### config.mk
export PLATFORM = sky130hd
export DESIGN_NAME = bit_count_unit
export DESIGN_NICKNAME = d
export VERILOG_FILES = /design/src/rtl/bit_count_unit_pkg.sv /design/src/rtl/bit_count_unit_group.sv /design/src/rtl/bit_count_unit.sv
export SDC_FILE = /design/constraint.sdc
export NUM_CORES = 1
export LEC_CHECK = 0
export BUFFER_PORTS_ARGS = -buffer_cell sky130_fd_sc_hd__buf_2
export CORE_UTILIZATION = 60
export CTS_CLUSTER_DIAMETER = 50
export DETAILED_ROUTE_END_ITERATION = 12
export GPL_TIMING_DRIVEN = 0
export PLACE_DENSITY = 0.82
export SKIP_LAST_GASP = 1
export SLEW_MARGIN = 20
export SYNTH_ARGS = -nofsm -noshare
export SYNTH_HDL_FRONTEND = slang
export SYNTH_HIERARCHICAL = 1
export SYNTH_SLANG_ARGS = --single-unit
### constraint.sdc
create_clock -name clk -period 3.7 [get_ports clk]
set_input_delay 0 -clock clk [delete_from_list [all_inputs] [get_ports clk]]
set_output_delay 0 -clock clk [all_outputs]
set_load 0.03 [all_outputs]
### src/rtl/bit_count_unit_pkg.sv
// Shared types for the bit-count unit: operation codes, condition-register field and word type.
package bit_count_unit_pkg;

  localparam int BITCNT_MAX_W = 64;

  typedef enum logic [1:0] {
    BC_CNTLZ  = 2'd0,
    BC_CNTTZ  = 2'd1,
    BC_POPCNT = 2'd2,
    BC_RSVD   = 2'd3
  } Bitcnt_op;

  typedef struct packed {
    logic lt;
    logic gt;
    logic eq;
    logic so;
  } Cr_field;

  typedef logic [BITCNT_MAX_W-1:0] Word;

  // Counts are never negative, so lt is constant; so marks the reserved op.
  function automatic Cr_field make_cr(input logic is_zero, input logic is_rsvd);
    Cr_field cr;
    cr.lt = 1'b0;
    cr.gt = !is_zero;
    cr.eq = is_zero;
    cr.so = is_rsvd;
    return cr;
  endfunction

endpackage

### src/rtl/bit_count_unit_group.sv
// First-level partial counter: leading/trailing zero count, popcount and nonzero flag
// for one GROUP-bit slice of the operand.
module bit_count_group #(
  parameter int GROUP = 8
) (
  input  logic [GROUP-1:0]       x_i,
  output logic [$clog2(GROUP):0] lz_o,
  output logic [$clog2(GROUP):0] tz_o,
  output logic [$clog2(GROUP):0] pop_o,
  output logic                   nz_o
);

  localparam int CW = $clog2(GROUP) + 1;

  // Ascending scan: the highest set bit is written last and decides lz;
  // descending scan: the lowest set bit is written last and decides tz.
  always_comb begin
    lz_o  = CW'(GROUP);
    tz_o  = CW'(GROUP);
    pop_o = '0;
    for (int i = 0; i < GROUP; i++) begin
      if (x_i[i]) begin
        lz_o  = CW'(GROUP - 1 - i);
        pop_o = pop_o + CW'(1);
      end
    end
    for (int i = GROUP - 1; i >= 0; i--) begin
      if (x_i[i]) tz_o = CW'(i);
    end
  end

  assign nz_o = |x_i;

endmodule

### src/rtl/bit_count_unit.sv
// Pipelined CNTLZ/CNTTZ/POPCNT unit with valid/ready handshake, flush and tag pass-through.
// Group counters feed an optional stage-1 register; the reduction feeds the output register.
module bit_count_unit
  import bit_count_unit_pkg::*;
#(
  parameter int WIDTH  = 32,
  parameter int GROUP  = 8,
  parameter int STAGES = 2,
  parameter int TAG_W  = 5
) (
  input  logic             clk,
  input  logic             reset,
  input  logic             flush,
  input  logic             in_valid,
  output logic             in_ready,
  input  Bitcnt_op         in_op,
  input  logic [WIDTH-1:0] in_x,
  input  logic [TAG_W-1:0] in_tag,
  output logic             out_valid,
  input  logic             out_ready,
  output logic [WIDTH-1:0] out_y,
  output Cr_field          out_cr,
  output logic [TAG_W-1:0] out_tag
);

  // Handshake: a transfer happens on a rising edge where valid & ready are both high.
  // A producer holding valid keeps its payload stable until the transfer; ready never
  // depends on valid of the same interface.

  localparam int NG = WIDTH / GROUP;
  localparam int CW = $clog2(GROUP) + 1;
  localparam int RW = $clog2(WIDTH) + 1;

  if (WIDTH > BITCNT_MAX_W || (WIDTH % GROUP) != 0 || (STAGES != 1 && STAGES != 2)) begin : g_bad_param
    $error("bit_count_unit: unsupported WIDTH/GROUP/STAGES combination");
  end

  logic [NG-1:0][CW-1:0] g_lz, g_tz, g_pop;
  logic [NG-1:0]         g_nz;

  for (genvar g = 0; g < NG; g++) begin : g_grp
    bit_count_group #(.GROUP(GROUP)) u_grp (
      .x_i   (in_x[g*GROUP +: GROUP]),
      .lz_o  (g_lz[g]),
      .tz_o  (g_tz[g]),
      .pop_o (g_pop[g]),
      .nz_o  (g_nz[g])
    );
  end

  logic [NG-1:0][CW-1:0] r_lz, r_tz, r_pop;
  logic [NG-1:0]         r_nz;
  Bitcnt_op              r_op;
  logic [TAG_W-1:0]      r_tag;
  logic                  r_valid;

  logic                  out_valid_q;
  logic [WIDTH-1:0]      out_y_q, out_y_d;
  Cr_field               out_cr_q, out_cr_d;
  logic [TAG_W-1:0]      out_tag_q, out_tag_d;
  logic                  out_adv;

  assign out_adv = !out_valid_q || out_ready;

  if (STAGES == 2) begin : g_two
    logic                  s1_valid_q;
    logic [NG-1:0][CW-1:0] s1_lz_q, s1_tz_q, s1_pop_q;
    logic [NG-1:0]         s1_nz_q;
    Bitcnt_op              s1_op_q;
    logic [TAG_W-1:0]      s1_tag_q;
    logic                  s1_adv;

    assign s1_adv   = !s1_valid_q || out_adv;
    assign in_ready = s1_adv && !flush;

    always_ff @(posedge clk or negedge reset) begin
      if (!reset) begin
        s1_valid_q <= 1'b0;
        s1_lz_q    <= '0;
        s1_tz_q    <= '0;
        s1_pop_q   <= '0;
        s1_nz_q    <= '0;
        s1_op_q    <= BC_CNTLZ;
        s1_tag_q   <= '0;
      end else begin
        if (flush) s1_valid_q <= 1'b0;
        else if (s1_adv) s1_valid_q <= in_valid;
        if (in_valid && in_ready) begin
          s1_lz_q  <= g_lz;
          s1_tz_q  <= g_tz;
          s1_pop_q <= g_pop;
          s1_nz_q  <= g_nz;
          s1_op_q  <= in_op;
          s1_tag_q <= in_tag;
        end
      end
    end

    assign r_lz    = s1_lz_q;
    assign r_tz    = s1_tz_q;
    assign r_pop   = s1_pop_q;
    assign r_nz    = s1_nz_q;
    assign r_op    = s1_op_q;
    assign r_tag   = s1_tag_q;
    assign r_valid = s1_valid_q;
  end else begin : g_one
    assign in_ready = out_adv && !flush;
    assign r_lz     = g_lz;
    assign r_tz     = g_tz;
    assign r_pop    = g_pop;
    assign r_nz     = g_nz;
    assign r_op     = in_op;
    assign r_tag    = in_tag;
    assign r_valid  = in_valid;
  end

  logic [RW-1:0] lz_sum, tz_sum, pop_sum, res;
  logic          lz_hit, tz_hit;

  // Zero groups ahead of the first nonzero one contribute a full GROUP each.
  always_comb begin
    lz_sum  = RW'(WIDTH);
    tz_sum  = RW'(WIDTH);
    pop_sum = '0;
    lz_hit  = 1'b0;
    tz_hit  = 1'b0;
    for (int g = NG - 1; g >= 0; g--) begin
      if (!lz_hit && r_nz[g]) begin
        lz_sum = RW'((NG - 1 - g) * GROUP) + RW'(r_lz[g]);
        lz_hit = 1'b1;
      end
    end
    for (int g = 0; g < NG; g++) begin
      if (!tz_hit && r_nz[g]) begin
        tz_sum = RW'(g * GROUP) + RW'(r_tz[g]);
        tz_hit = 1'b1;
      end
      pop_sum = pop_sum + RW'(r_pop[g]);
    end
  end

  always_comb begin
    res = '0;
    case (r_op)
      BC_CNTLZ:  res = lz_sum;
      BC_CNTTZ:  res = tz_sum;
      BC_POPCNT: res = pop_sum;
      BC_RSVD:   res = '0;
      default:   res = '0;
    endcase
    out_y_d   = WIDTH'(res);
    out_cr_d  = make_cr(res == '0, r_op == BC_RSVD);
    out_tag_d = r_tag;
  end

  always_ff @(posedge clk or negedge reset) begin
    if (!reset) begin
      out_valid_q <= 1'b0;
      out_y_q     <= '0;
      out_cr_q    <= '0;
      out_tag_q   <= '0;
    end else begin
      if (flush) out_valid_q <= 1'b0;
      else if (out_adv) out_valid_q <= r_valid;
      if (out_adv && r_valid && !flush) begin
        out_y_q   <= out_y_d;
        out_cr_q  <= out_cr_d;
        out_tag_q <= out_tag_d;
      end
    end
  end

  assign out_valid = out_valid_q;
  assign out_y     = out_y_q;
  assign out_cr    = out_cr_q;
  assign out_tag   = out_tag_q;

endmodule

**Yosys cells after proc, flatten, opt, wreduce, memory -nomap -nowiden**

Index checks and enable logic that the tools add are counted.

- Add/subtract/negate cells: 37
- Equality and inequality tests: 3
- Multiplexer cells: 115
- Reductions and logical operators: 30

Operators by type and width:

| cell | count |
|---|---|
| $mux 4 | 92 |
| $add 4x1->4 const B | 24 |
| $mux 6 | 8 |
| $reduce_or 8->1 | 4 |
| $add 5x4->6 const A | 4 |
| $pmux 6 s4 | 1 |
| $mux 1 | 14 |
| $add 4x4->5 const A | 2 |
| $logic_and 1x1->1 | 10 |
| $logic_not 1->1 | 10 |
| $add 1x1->2 const B | 4 |
| $add 5x4->6 | 1 |
| $add 6x4->6 | 1 |
| $logic_not 6->1 | 1 |
| $add 4x4->5 | 1 |
| $eq 2x2->1 const B | 2 |
| $reduce_bool 2->1 | 2 |
| $eq 2x1->1 const B | 1 |
| $logic_not 2->1 | 1 |
| $logic_or 1x1->1 | 2 |

- Register bits: 75
- Input bits: 44
- Output and inout bits: 43
- Logic and storage cells: 207

**Longest topological paths before layout**

- Depth in word-level cells: 15
- Depth in mapped cells: 19
- Gate-level depth less buffers: 19

**Modules after synthesis**

The synthesis kept the hierarchy.

By module, submodules not included:

| module | times used | cells an instance | area an instance (µm²) | sequential area each (µm²) |
|---|---|---|---|---|
| bit_count_unit | 1 | 300 | 3,757.4 | 1,876.8 |
| bit_count_group | 4 | 127 | 925.9 | 0.0 |

**Worst setup path after synthesis**

No wires, ideal clock.

- Path kind: input -> register
- From: input port in_x[17]
- To: register g_two.s1_pop_q[10] (netlist bit)
- Setup time: 125 ps
- Arrival: 3,654 ps
- Data required time: 3,575 ps
- Setup slack: -79 ps
- Stages on the path: 19
- Path buffers: 1
- Cell sequence: inv_1 ha_1 buf_4 xnor2_2 inv_1 ha_1 and2_4 o21bai_1 xor2_1 a311oi_4 mux2_2 ha_1 mux2_2 ha_1 nand2_1 xor2_1 xnor2_1 xnor2_1 mux2_2

RTL lines:

| what | line | RTL |
|---|---|---|
| start: declaration | bit_count_unit.sv:17 | `input logic [WIDTH-1:0] in_x,` |
| end signal: assignment | bit_count_unit.sv:91 | `s1_pop_q <= g_pop;` |
| end: declaration | bit_count_unit.sv:67 | `logic [NG-1:0][CW-1:0] s1_lz_q, s1_tz_q, s1_pop_q;` |

==> results.json <==
{
  "tightest_slew_ps": 681,
  "synth.most_common_cell": "mux2_2",
  "grt-busiest-layer": "met2",
  "start_util": 0.619,
  "fmaxAchievable_ghz": 0.280,
  "min_path_type": "input port to register",
  "peakVddDrop_mv": 0.411,
  "synth_common_cells": "mux2_2 (85), dfrtp_1 (75), inv_1 (58)",
  "ant_nets": 0,
  "grt_pass1_wl_um": 26900,
  "netlist_area_mm2": 0.00746,
  "grt_start_max_net_pins": 49,
  "place_congestion": 0.872,
  "rsz0062_at_grt": "yes",
  "cts_root_buf": "clkbuf_16",
  "ys_warn_count": 6,
  "p_int_mw": 2.78,
  "finalSetupViolCount": 0,
  "cp-end-kind": "register",
  "cts_tree": "done",
  "finalMaxSlewViolations": 0,
  "avgSynthCellArea_um2": 9.23,
  "async_reset_ff_frac": 1.00,
  "drt-wirelength-per-cell_um": 15.2,
  "worstSkewPairLatency_ps": 330,
  "htree_levels": 3,
  "drt-pass1-iter-count": 9,
  "dp_hpwl_um": 12000,
  "max_cap_viol_count": 0,
  "coreArea_mm2": 0.0121,
  "numCtsBuffers": 9,
  "synthDistinctLibCells": 65,
  "pwr-share-seq": 0.241,
  "ff2ff_setup_slack_ps": 160,
  "grt_antenna_before_repair": 0,
  "drc": 2,
  "arrival_ps": 3790,
  "nNetsFinal": 1007,
  "finClkSkew_ps": 6.23,
  "relSlewSlack": 0.546,
  "path_class": "input port to register",
  "ys_top_cells_by_area": "dfrtp_1 (25%), mux2_2 (13%), ha_1 (6.9%), xor2_1 (4.3%), xnor2_1 (3.8%)",
  "cts_sinks": 75,
  "worstPathRequired_ps": 3920,
  "ff2ff_path_depth": 13,
  "clk_path_buf_depth": 2,
  "synth_top_area_frac": 0.252,
  "die_y_um": 114,
  "drtIter0Drc": 321,
  "vias": 6101,
  "pwr-share-comb": 0.554,
  "synth_seq_cells": 75,
  "gr-usage-met3": 0.0298,
  "powerDensity_mw_per_mm2": 526,
  "grtUsageMet1": 0.324,
  "die_x_um": 114,
  "rows": 40,
  "synthCells": 808,
  "start_kind": "input port",
  "area_delta_synth_final_pct": 17.5,
  "crit_path_max_fanout": 8,
  "final_cells": 1087,
  "yosysSeqAreaShare": 0.252,
  "vias_per_cell": 5.61,
  "track_usage": 0.259,
  "switching_share": 0.397,
  "insertedDiodeCount": 0,
  "synthFlopType": "dfrtp_1",
  "violations": "DRC",
  "port-buffer-count": 43,
  "status": "complete, but fails checks",
  "first_global_vias": 5737,
  "num_io_pins": 87,
  "synth_top_cell_by_area": "dfrtp_1",
  "overflow": 0,
  "routed_wl_um": 16500,
  "die_area_mm2": 0.0129,
  "synth-edff-count": 0,
  "leakage_nw": 3.90,
  "finalHoldViolCount": 0,
  "min_period_ps": 3570,
  "timing.rr.end": "out_cr[2]",
  "clkPwrFrac": 0.204,
  "utilization": 0.727,
  "drive_gt1_frac": 0.295,
  "finalCritPeriodShare": 0.966,
  "critPathLaunch": "in_x[16]",
  "power_switching_mw": 1.83,
  "met2_usage": 0.470,
  "worst_r2r_startpoint": "g_two.s1_pop_q[1]",
  "crit_end": "g_two.s1_pop_q[10]",
  "dp_cells": 1046,
  "clk_pin_slew_ps": 60
}
==> cell families (layout without fill, tap and decap cells) <==
logic type / Yosys count / in the layout / synth area share
muxes: 102 / 102 / 0.154
adders and majority gates: 49 / 49 / 0.0902
buffers and inverters: 139 / 224 / 0.0958
DFF: 75 / 75 / 0.252
AOI/OAI and AO/OA: 141 / 141 / 0.140
other: 1 / 27 / 0.000503
xor gates and xnor gates: 81 / 81 / 0.113
and+or+nand+nor: 220 / 220 / 0.155
==> power groups by stage <==
| stage | combinational [mW] | clock [mW] | sequential [mW] |
|---|---|---|---|
| floorplan | 1.71 | 0 | 1.19 |
| global placement | 2.21 | 0 | 1.11 |
| detailed placement | 2.30 | 0 | 1.12 |
| CTS | 2.37 | 0.946 | 1.11 |
| global route | 2.81 | 0.988 | 1.13 |
| finish | 2.55 | 0.942 | 1.11 |
==> what timing repair did <==
item                       in CTS  in global routing
pin swaps                      11                 25
gates resized for setup         0                 40
hold endpoints to repair       84                  0
setup endpoints to repair      10                 12
setup buffers                   5                  9
hold buffers                   11                  0
==> layout make-up <==
cell class | count | area, µm²
plain buffers | 80 | 508
clock buffers | 10 | 239
clock inverters | 6 | 88.8
fillers | 862 | 3300
inverters | 59 | 221
multi-input cells | 620 | 5140
flip-flops and latches | 75 | 1880
well taps | 168 | 210
repair buffers | 69 | 479
==> worst min path at each step <==
stage,to,slack [ps],from,cells after the start
after floorplan,g_two.s1_lz_q[0],-300,reset,0
after global placement,g_two.s1_tag_q[4],230,in_tag[4],2
after detailed placement,out_valid,-60,reset,1
after CTS,g_two.s1_valid_q,50,out_ready,4
after global routing,g_two.s1_valid_q,50,out_ready,4
final,g_two.s1_valid_q,60,out_ready,4
==> metrics by stage <==
step	setup WS [ps]	instance area (µm²)	setup TNS, ps	power (mW)	hold WS [ps]
after floorplan	48.3	7600	0	2.90	-296
after global placement	-475	8030	-4060	3.32	233
after detailed placement	-546	8060	-5010	3.42	-58.5
after CTS	-59.9	8530	-59.9	4.43	53.7
after global routing	-26.3	8760	-47.0	4.93	52.4
final	126	8760	0	4.61	57.7
==> cell usage in the layout (no fill, tap or decap), types with 9 or more instances in the layout <==
cell / n
mux2i_1: 13
clkbuf_1: 25
nand3_1: 18
mux2_4: 10
a21oi_1: 36
inv_1: 51
nand4_1: 14
mux2_2: 79
ha_1: 36
buf_2: 46
xor2_1: 37
buf_6: 13
nor2_1: 48
dlygate4sd3_1: 11
clkbuf_16: 9
a22oi_1: 10
xnor2_1: 31
nor4_1: 12
nand2_1: 43
dfrtp_1: 75
a211oi_1: 13
conb_1: 27
nand2b_1: 9
buf_4: 44
o21ai_0: 25
nor3_1: 26
==> worst max-delay path: stages <==
cell      delay [ps]
clkbuf_4         160
inv_1             70
ha_1             300
buf_6            150
xnor2_4          160
inv_2             60
ha_1             300
and2_4           150
o21bai_1         160
xor2_1           260
a311oi_4         150
mux2_4           290
ha_1             290
mux2_4           300
ha_1             200
nand2_1           70
xor2_1           170
xnor2_1          150
xnor2_1          120
mux2_2           270
==> registers in the layout, indices dropped and copies added (netlist names) <==
| name | cells |
|---|---|
| g_two.s1_lz_q | 16 |
| g_two.s1_pop_q | 16 |
| g_two.s1_tz_q | 16 |
| out_y | 6 |
| g_two.s1_tag_q | 5 |
| out_tag | 5 |
| g_two.s1_nz_q | 4 |
| out_cr | 3 |
| g_two.s1_op_q | 2 |
| g_two.s1_valid_q | 1 |
| out_valid | 1 |
==> layer usage <==
metal,wire length [µm],up-vias
met5,0,-
met4,354,0
met3,607,30
met2,8530,165
met1,7040,2920
li1,-,2986
Power figures use the tool's default switching activity.
